### src/rtl/drp_pkg.sv
// drp_pkg: shared definitions for the DRP output-divider reconfiguration slice.
//   - drp_state_e   : sequencing states of drp_reconf_master
//   - ClkReg1/ClkReg2 DRP addresses per output select (0-6 = CLKOUT0-6, 7 = CLKFBOUT)
//   - ClkReg field bit positions and read-modify-write preserve masks
package drp_pkg;

  typedef enum logic [3:0] {
    S_IDLE,
    S_RD1,
    S_WAIT_RD1,
    S_WR1,
    S_WAIT_WR1,
    S_RD2,
    S_WAIT_RD2,
    S_WR2,
    S_WAIT_WR2,
    S_FIN
  } drp_state_e;

  // Bits kept from the read-back value: ClkReg1 keeps its reserved bit 12,
  // ClkReg2 keeps reserved/FRAC/FRAC_EN/FRAC_WF_R/MX in the upper byte.
  localparam logic [15:0] CLKREG1_KEEP = 16'h1000;
  localparam logic [15:0] CLKREG2_KEEP = 16'hFF00;

  localparam int unsigned PHASE_MUX_LSB  = 13;
  localparam int unsigned HIGH_TIME_LSB  = 6;
  localparam int unsigned LOW_TIME_LSB   = 0;
  localparam int unsigned DELAY_TIME_LSB = 0;
  localparam int unsigned NO_COUNT_BIT   = 6;
  localparam int unsigned EDGE_BIT       = 7;

  localparam logic [6:0] ADDR_CLKOUT5  = 7'h06;
  localparam logic [6:0] ADDR_CLKOUT0  = 7'h08;
  localparam logic [6:0] ADDR_CLKOUT1  = 7'h0A;
  localparam logic [6:0] ADDR_CLKOUT2  = 7'h0C;
  localparam logic [6:0] ADDR_CLKOUT3  = 7'h0E;
  localparam logic [6:0] ADDR_CLKOUT4  = 7'h10;
  localparam logic [6:0] ADDR_CLKOUT6  = 7'h12;
  localparam logic [6:0] ADDR_CLKFBOUT = 7'h14;

  function automatic logic [6:0] clkreg1_addr(input logic [2:0] sel);
    logic [6:0] a;
    case (sel)
      3'd0:    a = ADDR_CLKOUT0;
      3'd1:    a = ADDR_CLKOUT1;
      3'd2:    a = ADDR_CLKOUT2;
      3'd3:    a = ADDR_CLKOUT3;
      3'd4:    a = ADDR_CLKOUT4;
      3'd5:    a = ADDR_CLKOUT5;
      3'd6:    a = ADDR_CLKOUT6;
      default: a = ADDR_CLKFBOUT;
    endcase
    return a;
  endfunction

  // ClkReg2 always sits at the odd address following ClkReg1.
  function automatic logic [6:0] clkreg2_addr(input logic [2:0] sel);
    return clkreg1_addr(sel) | 7'h01;
  endfunction

endpackage

### src/rtl/drp_access.sv
// drp_access: one DRP transaction (issue cycle, then wait for DRDY).
// Macro: DRP_TIMEOUT_EN adds a wait-cycle counter that aborts an access
// after TIMEOUT_CYCLES cycles without DRDY.
// Ports:
//   clk_i, rst_i        DRP clock, synchronous active-high reset
//   req_i, we_i         issue request (one cycle) and write enable
//   addr_i, wdata_i     address / write data captured with req_i
//   den_o, dwe_o        registered DRP enable / write enable (issue cycle only)
//   daddr_o, di_o       registered address / write data, held after issue
//   do_i, drdy_i        DRP read data / ready from the responder
//   rdata_o             read data, valid together with done_o
//   done_o, err_o       completion / timeout strobes during the wait phase
module drp_access #(
  parameter int unsigned TIMEOUT_CYCLES = 64
) (
  input  logic        clk_i,
  input  logic        rst_i,
  input  logic        req_i,
  input  logic        we_i,
  input  logic [6:0]  addr_i,
  input  logic [15:0] wdata_i,
  output logic        den_o,
  output logic        dwe_o,
  output logic [6:0]  daddr_o,
  output logic [15:0] di_o,
  input  logic [15:0] do_i,
  input  logic        drdy_i,
  output logic [15:0] rdata_o,
  output logic        done_o,
  output logic        err_o
);

  logic        den_q, dwe_q, pend_q;
  logic [6:0]  daddr_q;
  logic [15:0] di_q;
  logic        waiting;

  // The issue cycle itself is not a wait cycle, so DRDY seen with DEN is ignored.
  assign waiting = pend_q && !den_q;
  assign done_o  = waiting && drdy_i;
  assign rdata_o = do_i;

  always_ff @(posedge clk_i) begin
    if (rst_i) begin
      den_q   <= 1'b0;
      dwe_q   <= 1'b0;
      pend_q  <= 1'b0;
      daddr_q <= '0;
      di_q    <= '0;
    end else begin
      den_q <= req_i;
      dwe_q <= req_i && we_i;
      if (req_i) begin
        pend_q  <= 1'b1;
        daddr_q <= addr_i;
        if (we_i) di_q <= wdata_i;
      end else if (done_o || err_o) begin
        pend_q <= 1'b0;
      end
    end
  end

`ifdef DRP_TIMEOUT_EN
  localparam int unsigned CNT_W = $clog2(TIMEOUT_CYCLES + 1);
  logic [CNT_W-1:0] cnt_q;

  // cnt_q counts cycles elapsed since the DEN cycle; the abort fires in the
  // last allowed wait cycle so the master reaches FIN TIMEOUT_CYCLES after DEN.
  assign err_o = waiting && !drdy_i && (cnt_q == CNT_W'(TIMEOUT_CYCLES - 1));

  always_ff @(posedge clk_i) begin
    if (rst_i || req_i) cnt_q <= '0;
    else if (pend_q)    cnt_q <= cnt_q + 1'b1;
  end
`else
  assign err_o = 1'b0;
`endif

  assign den_o   = den_q;
  assign dwe_o   = dwe_q;
  assign daddr_o = daddr_q;
  assign di_o    = di_q;

endmodule

### src/rtl/drp_reconf_master.sv
// drp_reconf_master: reprograms one MMCM/PLL output divider over DRP by
// read-modify-write of ClkReg1 then ClkReg2, holding PLL_RST for the sequence.
// Macro: DRP_TIMEOUT_EN enables the DRP wait timeout and the sticky ERROR flag.
// Ports:
//   DCLK, RST                    clock, synchronous active-high reset
//   START, SEL                   request strobe (IDLE only), output select
//   HIGH_TIME, LOW_TIME, PHASE_MUX, DELAY_TIME, NO_COUNT, EDGE  divider fields
//   BUSY, DONE, ERROR, PLL_RST   status / PLL reset (all registered)
//   DADDR, DEN, DWE, DI, DO, DRDY  DRP initiator interface
module drp_reconf_master
  import drp_pkg::*;
#(
  parameter int unsigned TIMEOUT_CYCLES = 64
) (
  input  logic        DCLK,
  input  logic        RST,
  input  logic        START,
  input  logic [2:0]  SEL,
  input  logic [5:0]  HIGH_TIME,
  input  logic [5:0]  LOW_TIME,
  input  logic [2:0]  PHASE_MUX,
  input  logic [5:0]  DELAY_TIME,
  input  logic        NO_COUNT,
  input  logic        EDGE,
  output logic        BUSY,
  output logic        DONE,
  output logic        ERROR,
  output logic        PLL_RST,
  output logic [6:0]  DADDR,
  output logic        DEN,
  output logic        DWE,
  output logic [15:0] DI,
  input  logic [15:0] DO,
  input  logic        DRDY
);

  drp_state_e  state_q, state_d;
  logic [2:0]  sel_q, phase_q, sel_eff;
  logic [5:0]  high_q, low_q, delay_q;
  logic        nocount_q, edge_q;
  logic        busy_q, done_q, pllrst_q;
  logic        start_acc, acc_req, acc_we, acc_done, acc_err;
  logic [6:0]  acc_addr;
  logic [15:0] acc_wdata, acc_rdata, merge1, merge2;

  assign start_acc = (state_q == S_IDLE) && START;

  always_comb begin
    state_d = state_q;
    case (state_q)
      S_IDLE:     if (START) state_d = S_RD1;
      S_RD1:      state_d = S_WAIT_RD1;
      S_WAIT_RD1: if (acc_err) state_d = S_FIN; else if (acc_done) state_d = S_WR1;
      S_WR1:      state_d = S_WAIT_WR1;
      S_WAIT_WR1: if (acc_err) state_d = S_FIN; else if (acc_done) state_d = S_RD2;
      S_RD2:      state_d = S_WAIT_RD2;
      S_WAIT_RD2: if (acc_err) state_d = S_FIN; else if (acc_done) state_d = S_WR2;
      S_WR2:      state_d = S_WAIT_WR2;
      S_WAIT_WR2: if (acc_err || acc_done) state_d = S_FIN;
      default:    state_d = S_IDLE;
    endcase
  end

  // Requests are decoded from the next state so DEN/DADDR/DI register on the
  // same edge the FSM enters an issue state; write data merges DO live because
  // the read completes on that very edge.
  always_comb begin
    sel_eff   = start_acc ? SEL : sel_q;
    merge1    = (acc_rdata & CLKREG1_KEEP)
              | (16'(phase_q) << PHASE_MUX_LSB)
              | (16'(high_q)  << HIGH_TIME_LSB)
              | (16'(low_q)   << LOW_TIME_LSB);
    merge2    = (acc_rdata & CLKREG2_KEEP)
              | (16'(edge_q)    << EDGE_BIT)
              | (16'(nocount_q) << NO_COUNT_BIT)
              | (16'(delay_q)   << DELAY_TIME_LSB);
    acc_req   = 1'b0;
    acc_we    = 1'b0;
    acc_addr  = clkreg2_addr(sel_eff);
    acc_wdata = '0;
    case (state_d)
      S_RD1: begin
        acc_req  = 1'b1;
        acc_addr = clkreg1_addr(sel_eff);
      end
      S_WR1: begin
        acc_req   = 1'b1;
        acc_we    = 1'b1;
        acc_addr  = clkreg1_addr(sel_eff);
        acc_wdata = merge1;
      end
      S_RD2: acc_req = 1'b1;
      S_WR2: begin
        acc_req   = 1'b1;
        acc_we    = 1'b1;
        acc_wdata = merge2;
      end
      default: ;
    endcase
  end

  drp_access #(
    .TIMEOUT_CYCLES(TIMEOUT_CYCLES)
  ) u_access (
    .clk_i   (DCLK),
    .rst_i   (RST),
    .req_i   (acc_req),
    .we_i    (acc_we),
    .addr_i  (acc_addr),
    .wdata_i (acc_wdata),
    .den_o   (DEN),
    .dwe_o   (DWE),
    .daddr_o (DADDR),
    .di_o    (DI),
    .do_i    (DO),
    .drdy_i  (DRDY),
    .rdata_o (acc_rdata),
    .done_o  (acc_done),
    .err_o   (acc_err)
  );

  always_ff @(posedge DCLK) begin
    if (RST) begin
      state_q   <= S_IDLE;
      sel_q     <= '0;
      phase_q   <= '0;
      high_q    <= '0;
      low_q     <= '0;
      delay_q   <= '0;
      nocount_q <= 1'b0;
      edge_q    <= 1'b0;
      busy_q    <= 1'b0;
      done_q    <= 1'b0;
      pllrst_q  <= 1'b0;
    end else begin
      state_q <= state_d;
      if (start_acc) begin
        sel_q     <= SEL;
        phase_q   <= PHASE_MUX;
        high_q    <= HIGH_TIME;
        low_q     <= LOW_TIME;
        delay_q   <= DELAY_TIME;
        nocount_q <= NO_COUNT;
        edge_q    <= EDGE;
      end
      busy_q   <= (state_d != S_IDLE) && (state_d != S_FIN);
      pllrst_q <= (state_d != S_IDLE) && (state_d != S_FIN);
      done_q   <= (state_d == S_FIN);
    end
  end

`ifdef DRP_TIMEOUT_EN
  logic err_q;
  always_ff @(posedge DCLK) begin
    if (RST || start_acc) err_q <= 1'b0;
    else if (acc_err)     err_q <= 1'b1;
  end
  assign ERROR = err_q;
`else
  assign ERROR = 1'b0;
`endif

  assign BUSY    = busy_q;
  assign DONE    = done_q;
  assign PLL_RST = pllrst_q;

endmodule

### config.mk
export PLATFORM = sky130hd
export DESIGN_NAME = drp_reconf_master
export DESIGN_NICKNAME = d
export VERILOG_FILES = /design/src/rtl/drp_pkg.sv /design/src/rtl/drp_access.sv /design/src/rtl/drp_reconf_master.sv
export SDC_FILE = /design/constraint.sdc
export NUM_CORES = 1
export LEC_CHECK = 0
export CAP_MARGIN = 0
export CORE_ASPECT_RATIO = 1.25
export CORE_MARGIN = 8
export CORE_UTILIZATION = 49
export DETAILED_ROUTE_END_ITERATION = 10
export GPL_TIMING_DRIVEN = 0
export PLACE_DENSITY = 0.95
export RECOVER_POWER = 25
export SLEW_MARGIN = 20
export SYNTH_ARGS = -nofsm -noshare
export SYNTH_HDL_FRONTEND = slang
export SYNTH_SLANG_ARGS = --single-unit
### constraint.sdc
create_clock -name DCLK -period 4.68 [get_ports DCLK]
set_clock_uncertainty 0.05 [all_clocks]
set_input_delay 0.702 -clock DCLK [delete_from_list [all_inputs] [get_ports DCLK]]
set_output_delay 0.702 -clock DCLK [all_outputs]
set_load 0.01 [all_outputs]
==> results.toml, run 1 <==
[outcome]
status = "finished, final reports clean"

[flow_run]
drv_cap = 0

[finish]
nNetsFinal = 375
antenna_cells = 0
drive_above_1_share = 0.07576
utilization = 0.6915
area_growth_pct = 35.14

[setup_path]
reg2reg_to = "u_access.daddr_o[1]"
ff2ff_path_depth = 4
path_max_fanout = 10
crit_required_ns = 4.82
critPathTopFamily = "buffers and inverters"
cp-end-kind = "register"
slowest_stage = "dlygate4sd3_1"
crit_chain = "dlygate4sd3_1 > nand3b_1 > or3_1 > and2_1 > clkbuf_2 > buf_6 > o2bb2ai_1"
max_stage_delay_ns = 0.56
critPathLaunchType = "primary input"
crit_type = "primary input to register"
ff2ff_setup_slack_ns = 2.78
worstPathArrival_ns = 2.52
timing.rr.start = "state_q[3]"
crit_buf_inv = 3

[synthesis]
synth_commonest_cells = "56 x dfxtp_1, 55 x nand2_1, 33 x a21oi_1"
synth_cells = 257
synth_area_um2 = 2265
syn_avg_cell_area_um2 = 8.812
ys_seq_area_frac = 0.4950
synth_seq_cells = 56
synth_area_leaders = "dfxtp_1 50%, nand2_1 9.1%, a21oi_1 7.3%"
synth_most_common_cell = "dfxtp_1"
ys.flop_type = "dfxtp_1"
synth_top_cell_by_area = "dfxtp_1"
ys_warn_count = 0
synth-edff-count = 0
synth_top_area_frac = 0.4950
synth_cell_type_count = 43
synth-async-reset-ratio = 0

[drt]
wl_um = 6020
vias = 2115
dr.first_iter.drc_count = 130
viasPerCell = 5.451
firstDrtPassIters = 4
post_drt_wl_per_cell_um = 15.52
drcViolationCount = 0
ant_nets = 0

[global_routing]
grt_usage = 0.1666
busiest_layer = "met2"
grt_use_met2 = 0.2938
grt_overflow = 0
grtUsageMet3 = 0.05469
grt_pass1_wl_um = 9646
grt_pass1_vias = 2083
antenna_found_initial = 0
grt_max_degree = 18
use_met1 = 0.1791

[hold_path]
hold_path_class = "register to register"
min_from = "delay_q[3]"
holdPathStages = 2
holdPathEnd = "delay_q[3]"

[power]
intPower_uw = 709.9
ir_drop_uv = 256.4
p_per_area_nw_per_um2 = 320.2
seq_power_share = 0.533
p_sw_frac = 0.2756
p_comb_frac = 0.183
switching_power_uw = 270.0
power.total_uw = 979.9
p_leak_nw = 1.099
clock_power_share = 0.284

[placement]
dp_hpwl_um = 4485
place_congestion = 0.9136
pre_cts_slack_ns = 2.058
port_buffers = 63

[sta]
slew_headroom = 0.4820
worst_pin_slew_ns = 0.7699
timing_hold_violations_final = 0
slew_violations = 0
fin_crit_ns = 2.387
fin_ws_ns = 2.293
period_share = 0.5100
fin_setup_tns_ns = 0
grt_setup_unrepaired = "no"
setup_viol = 0
fmax_mhz = 419.0

[die]
dieArea_um2 = 7067
io_pins = 75
rows = 27
die_width_um = 76.81
core_area_um2 = 4425
initial_core_util = 0.5117
die_y_um = 92.01

[cts]
cts_buffers = 5
h-tree-depth = 2
hold_buffers = 0
insertion_delay_ns = 0.31
cts_resized = 0
post-cts-setup-buffers = 0
cts_tree = "built"
clkTransAtPathRegs_ns = 0.10
root_buffer = "clkbuf_8"
cts_max_path_buffers = 2
cts_sinks = 56
==> worst max-delay path by stage <==
| stage | startpoint | end | slack (ns) | cells past startpoint |
|---|---|---|---|---|
| after CTS | DRDY | u_access.di_o[5] | 2.40 | 7 |
| after global routing | DRDY | u_access.di_o[5] | 2.26 | 7 |
| final | DRDY | u_access.di_o[5] | 2.29 | 7 |
| after global placement | DRDY | u_access.di_o[5] | 2.10 | 7 |
| after floorplan | DRDY | u_access.di_o[10] | 2.74 | 6 |
| after detailed placement | DRDY | u_access.di_o[5] | 2.06 | 7 |
==> power groups by stage <==
stage | clock [mW] | sequential [mW] | combinational (mW)
CTS | 0.281 | 0.522 | 0.180
floorplan | 0 | 0.532 | 0.102
detailed placement | 0 | 0.533 | 0.179
finish | 0.278 | 0.523 | 0.179
global placement | 0 | 0.532 | 0.175
global route | 0.302 | 0.526 | 0.196
==> stage by stage <==
step | hold WS (ns) | cell area, µm² | std cells
floorplan | 0.3860 | 2272 | 259
global placement | 0.3921 | 2975 | 380
detailed placement | 0.3965 | 2975 | 380
CTS | 0.4133 | 3073 | 388
global route | 0.4291 | 3060 | 388
finish | 0.4145 | 3060 | 388
==> final cells by class <==
type,instances,area [µm²]
Buffer,21,120.1
Clock buffer,6,82.58
Clock inverter,2,15.01
Fill cell,339,1365
Inverter,4,15.01
Multi-Input combinational cell,178,1003
Sequential cell,56,1121
Tap cell,58,72.57
Timing Repair Buffer,63,630.6
==> worst register-to-register path, cell delays in order, from the launching register on <==
cell and delay, ns:
dfxtp_1 0.35, buf_1 0.23, nor4_1 0.74, nor2_2 0.14, o41ai_2 0.32
==> state kept, by name (all words and copies together) (netlist names) <==
signal            count
DONE                  1
PLL_RST               1
delay_q               6
edge_q                1
high_q                6
low_q                 6
nocount_q             1
phase_q               3
sel_q                 3
state_q               4
u_access.daddr_o      5
u_access.den_o        1
u_access.di_o        16
u_access.dwe_o        1
u_access.pend_q       1
==> cell usage in the layout (no fill, tap or decap), types with 4 or more instances in the layout <==
cell type / instances
nor2_1: 9
dfxtp_1: 56
nand3_1: 5
a22oi_1: 15
buf_4: 6
dlygate4sd3_1: 5
inv_1: 4
nor3_1: 5
mux2i_1: 4
nand2_1: 55
clkdlybuf4s50_1: 58
clkbuf_8: 6
a21oi_1: 33
clkbuf_1: 9
o2bb2ai_1: 15
==> per-layer routing <==
layer  wire, µm  share of wire
met1       2393           0.40
met2       3054           0.51
met3        481          0.080
met4         91          0.015
met5          0              0
==> cell families after synthesis <==
| group | count (synthesis) | synth area share |
|---|---|---|
| and+or+nand+nor | 92 | 0.1928 |
| AOI/OAI and AO/OA | 75 | 0.2171 |
| DFF | 56 | 0.4950 |
| other | 1 | 0.001656 |
| buffers and inverters | 25 | 0.06021 |
| muxes | 4 | 0.01768 |
| xor gates and xnor gates | 4 | 0.01547 |
Note: power is estimated with default switching activity, not from simulation.
==> inputs of run 2 (changes only) <==
--- a/config.mk
+++ b/config.mk
@@ -8,10 +8,10 @@
 export CAP_MARGIN = 0
 export CORE_ASPECT_RATIO = 1.25
 export CORE_MARGIN = 8
-export CORE_UTILIZATION = 49
+export CORE_UTILIZATION = 45
 export DETAILED_ROUTE_END_ITERATION = 10
 export GPL_TIMING_DRIVEN = 0
-export PLACE_DENSITY = 0.95
+export PLACE_DENSITY = 0.89
 export RECOVER_POWER = 25
 export SLEW_MARGIN = 20
 export SYNTH_ARGS = -nofsm -noshare
==> constraint.sdc (replaced) <==
create_clock -name DCLK -period 2.5 [get_ports DCLK]
set_clock_uncertainty 0.05 [all_clocks]
set_input_delay 0.375 -clock DCLK [delete_from_list [all_inputs] [get_ports DCLK]]
set_output_delay 0.375 -clock DCLK [all_outputs]
set_load 0.01 [all_outputs]
==> results.toml, run 2 (synthesis gave the netlist of run 1 again) <==
[outcome]
status = "finished, final reports clean"

[sta]
timing_hold_violations_final = 0
fin_setup_tns_ns = 0
slew_violations = 0
setup_viol = 0
worst_pin_slew_ns = 0.7559
period_share = 0.8076
slew_headroom = 0.4914
fin_crit_ns = 2.019
grt_setup_unrepaired = "no"
fmax_mhz = 495.3

[die]
rows = 29
io_pins = 75
die_width_um = 79.45
die_y_um = 95.32
core_area_um2 = 4971
dieArea_um2 = 7573
initial_core_util = 0.4556

[cts]
clkTransAtPathRegs_ns = 0.11
post-cts-setup-buffers = 0
cts_resized = 0
cts_tree = "built"
hold_buffers = 0
cts_buffers = 5
insertion_delay_ns = 0.32
cts_sinks = 56
h-tree-depth = 2
cts_max_path_buffers = 2
root_buffer = "clkbuf_8"

[drt]
ant_nets = 0
vias = 2087
drcViolationCount = 0
firstDrtPassIters = 5
post_drt_wl_per_cell_um = 15.86
wl_um = 6218
dr.first_iter.drc_count = 144
viasPerCell = 5.324

[power]
seq_power_share = 0.508
p_comb_frac = 0.176
p_per_area_nw_per_um2 = 624.0
p_sw_frac = 0.2692
p_leak_nw = 1.138
intPower_mw = 1.407
switching_power_uw = 518.3
ir_drop_uv = 378.0
clock_power_share = 0.315

[hold_path]
hold_path_class = "register to register"
holdPathStages = 2
min_from = "high_q[0]"
holdPathEnd = "high_q[0]"

[global_routing]
antenna_found_initial = 0
grt_pass1_vias = 2046
grt_max_degree = 19
grt_usage = 0.1653
grt_pass1_wl_um = 9763
grt_overflow = 0

[setup_path]
worstPathArrival_ns = 2.18
path_max_fanout = 10
crit_type = "register to register"
crit_required_ns = 2.66
reg2reg_to = "u_access.daddr_o[1]"
critPathLaunchType = "register"
ff2ff_path_depth = 6
ff2ff_setup_slack_ns = 0.48
timing.rr.start = "state_q[0]"
cp-end-kind = "register"

[placement]
dp_hpwl_um = 4566
place_inst = 384
place_congestion = 0.9393
port_buffers = 63

[flow_run]
drv_cap = 0

[finish]
nNetsFinal = 375
drive_above_1_share = 0.07879
final_cells = 392
final_common_cell = "dfxtp_1"
area_growth_pct = 36.24
largest_register_ffs = 16
antenna_cells = 0
final_cell_mix = "56 x dfxtp_1, 55 x nand2_1, 53 x clkdlybuf4s50_1, 33 x a21oi_1"
## run 2: cell count changes in the layout (fill, tap and decap cells not counted)
cell             previous run  this run
clkdlybuf4s50_1            58        53
buf_2                       2         3
dlygate4sd3_1               5        10
buf_1                       1         0
bufinv_16                   0         1
clkinv_4                    0         2
clkbuf_8                    6         5
clkinvlp_4                  2         0
## run 2: routing by layer
metal | vias to the layer above | GRT usage | part of all wire
met3 | 10 | 0.04623 | 0.065
met5 | - | 0 | 0
met4 | 0 | 0.08669 | 0.016
li1 | 1038 | - | -
met2 | 70 | 0.2907 | 0.53
met1 | 969 | 0.1751 | 0.39
## run 2: cell type report
type / count / area, µm²
Sequential cell: 56 / 1121
Timing Repair Buffer: 63 / 630.6
Tap cell: 62 / 77.57
Clock inverter: 3 / 47.55
Inverter: 4 / 15.01
Buffer: 21 / 121.4
Fill cell: 434 / 1886
Clock buffer: 5 / 68.82
Multi-Input combinational cell: 178 / 1003
## run 2: through the flow
stage          worst slack [ns]    util  hold WS [ns]  cell area [µm²]  power [mW]
2_1_floorplan            0.8363       -        0.3860             2272       1.186
3_3_place_gp             0.2335  0.5995        0.3933             2980       1.325
3_5_place_dp             0.1955  0.5995        0.3981             2980       1.334
4_1_cts                  0.4883  0.6230        0.4120             3097       1.936
5_1_grt                  0.3378  0.6207        0.4259             3085       2.010
6_report                 0.4810  0.6207        0.4125             3085       1.925
## run 2: power by group through the flow
| stage | Sequential (mW) | Combinational [mW] | Clock, mW |
|---|---|---|---|
| 6_report | 0.979 | 0.340 | 0.607 |
| 3_5_place_dp | 0.997 | 0.337 | 0 |
| 2_1_floorplan | 0.996 | 0.191 | 0 |
| 3_3_place_gp | 0.995 | 0.330 | 0 |
| 4_1_cts | 0.978 | 0.340 | 0.618 |
| 5_1_grt | 0.985 | 0.372 | 0.654 |
## run 2: how the worst max path moves through the flow
stage	from	slack [ns]	to	cells after the start
2_1_floorplan	u_access.den_o	0.84	u_access.di_o[10]	6
3_3_place_gp	DRDY	0.23	u_access.di_o[7]	7
3_5_place_dp	DRDY	0.20	u_access.di_o[8]	7
4_1_cts	state_q[0]	0.49	u_access.daddr_o[1]	6
5_1_grt	state_q[0]	0.34	u_access.daddr_o[1]	6
6_report	state_q[0]	0.48	u_access.daddr_o[1]	6
## run 2: critical path, cell delays in order, from the launching register on
cell	delay [ns]
dfxtp_1	0.33
clkbuf_1	0.22
nor4_1	0.54
nand2_1	0.23
clkbuf_1	0.27
nand4_1	0.18
o41ai_2	0.09
==> inputs of run 3 (changes only) <==
--- a/config.mk
+++ b/config.mk
@@ -8,10 +8,10 @@
 export CAP_MARGIN = 0
 export CORE_ASPECT_RATIO = 1.25
 export CORE_MARGIN = 8
-export CORE_UTILIZATION = 45
+export CORE_UTILIZATION = 41
 export DETAILED_ROUTE_END_ITERATION = 10
 export GPL_TIMING_DRIVEN = 0
-export PLACE_DENSITY = 0.89
+export PLACE_DENSITY = 0.86
 export RECOVER_POWER = 25
 export SLEW_MARGIN = 20
 export SYNTH_ARGS = -nofsm -noshare
==> constraint.sdc (replaced) <==
create_clock -name DCLK -period 1.63 [get_ports DCLK]
set_clock_uncertainty 0.05 [all_clocks]
set_input_delay 0.2445 -clock DCLK [delete_from_list [all_inputs] [get_ports DCLK]]
set_output_delay 0.2445 -clock DCLK [all_outputs]
set_load 0.01 [all_outputs]
==> results.toml, run 3 (synthesis gave the netlist of run 1 again) <==
[outcome]
status = "finished with violations"
violations = "negative setup slack"

[placement]
dp_hpwl_um = 4480
place_congestion = 0.8680
pre_cts_slack_ns = -0.5089
port_buffers = 63

[die]
dieArea_um2 = 8173
die_y_um = 99.10
die_width_um = 82.48
rows = 30
io_pins = 75
initial_core_util = 0.4219
core_area_um2 = 5368

[sta]
fin_setup_tns_ns = -0.06154
fin_crit_ns = 1.674
period_share = 1.027
fmax_mhz = 597.4
setup_viol = 3
fin_ws_ns = -0.04396
slew_headroom = 0.6608
timing_hold_violations_final = 0
slew_violations = 0
worst_pin_slew_ns = 0.5088
grt_setup_unrepaired = "yes"

[drt]
vias = 2193
viasPerCell = 5.469
ant_nets = 0
post_drt_wl_per_cell_um = 15.89
dr.first_iter.drc_count = 116
drcViolationCount = 0
wl_um = 6371
firstDrtPassIters = 4

[global_routing]
grt_pass1_vias = 2167
grt_max_degree = 19
grt_usage = 0.1511
grt_overflow = 0
grt_pass1_wl_um = 9887
antenna_found_initial = 0

[setup_path]
max_stage_delay_ns = 0.56
cp-end-kind = "register"
crit_required_ns = 1.80
path_max_fanout = 5
crit_chain = "or4_4 > nor2_4 > nor2_2 > o41ai_2"
crit_type = "register to register"
critPathLaunchType = "register"
cp-startpoint = "state_q[3]"
worstPathArrival_ns = 1.84
ff2ff_setup_slack_ns = -0.04
timing.rr.start = "state_q[3]"
slowest_stage = "or4_4"

[power]
ir_drop_uv = 498.9
power.total_mw = 3.033
p_leak_nw = 1.190
switching_power_uw = 824.0
p_per_area_nw_per_um2 = 931.2
seq_power_share = 0.494
p_sw_frac = 0.2717
intPower_mw = 2.209
p_comb_frac = 0.197
clock_power_share = 0.309

[cts]
clkTransAtPathRegs_ns = 0.10
hold_buffers = 0
cts_buffers = 5
h-tree-depth = 2
cts_tree = "built"
root_buffer = "clkbuf_8"
insertion_delay_ns = 0.32
cts_max_path_buffers = 2
cts_sinks = 56

[finish]
nNetsFinal = 382
area_growth_pct = 43.81
largest_register_ffs = 16
final_common_cell = "clkdlybuf4s50_1"
drive_above_1_share = 0.1632
final_cell_mix = "61 x clkdlybuf4s50_1, 55 x nand2_1, 51 x dfxtp_1, 32 x a21oi_1"
antenna_cells = 0

[hold_path]
hold_path_class = "primary input to register"
min_from = "DRDY"

[flow_run]
drv_cap = 0
==> run 3: path summary, 6_finish.rpt <==
| check | to | cells after the start |
|---|---|---|
| setup / recovery | u_access.daddr_o[1] | 4 |
| hold / removal | u_access.pend_q | 4 |
| setup reg to reg | u_access.daddr_o[1] | 4 |
| hold reg to reg | delay_q[1] | 2 |
==> run 3: stage by stage <==
stage	utilization	cell area (µm²)	std cells	hold slack, ns
after floorplan	-	2272	259	0.2953
after global placement	0.5557	2983	386	0.3928
after detailed placement	0.5557	2983	386	0.3965
after CTS	0.5965	3202	398	0.4114
after global routing	0.6068	3257	401	0.3893
final	0.6068	3257	401	0.3148
==> run 3: cell type report <==
type / instances / area, µm²
repair buffers: 71 / 709.4
clock inverters: 3 / 47.55
clock buffers: 5 / 68.82
multi-input cells: 178 / 1070
flip-flops and latches: 56 / 1132
fillers: 445 / 2111
well taps: 64 / 80.08
plain buffers: 20 / 133.9
inverters: 4 / 15.01
==> run 3: metal layers <==
layer,GRT usage,part of all wire,vias up
li1,-,-,1052
met1,0.1620,0.39,1054
met2,0.2695,0.51,75
met3,0.03610,0.079,12
met4,0.05962,0.021,0
met5,0,0,-
==> run 3: worst max-delay path: cells and delay by family, from the launching register on <==
family           cells  cell delay [ns]
AO/OA/AOI/OAI        1             0.34
flip-flops           1             0.36
AND/OR/NAND/NOR      3             0.83
==> run 3: timing repair <==
item / 4_1_cts / 5_1_grt
setup buffers: 5 / 3
cloned: 0 / 0
pin swaps: 3 / 8
gates resized for setup: 18 / 17
endpoints found under the setup margin: 45 / 38
==> run 3: power by group through the flow <==
stage / Clock, mW / Combinational [mW] / Sequential (mW)
global placement: 0 / 0.505 / 1.53
floorplan: 0 / 0.292 / 1.53
detailed placement: 0 / 0.517 / 1.53
finish: 0.936 / 0.599 / 1.50
CTS: 0.936 / 0.571 / 1.50
global route: 0.996 / 0.647 / 1.51
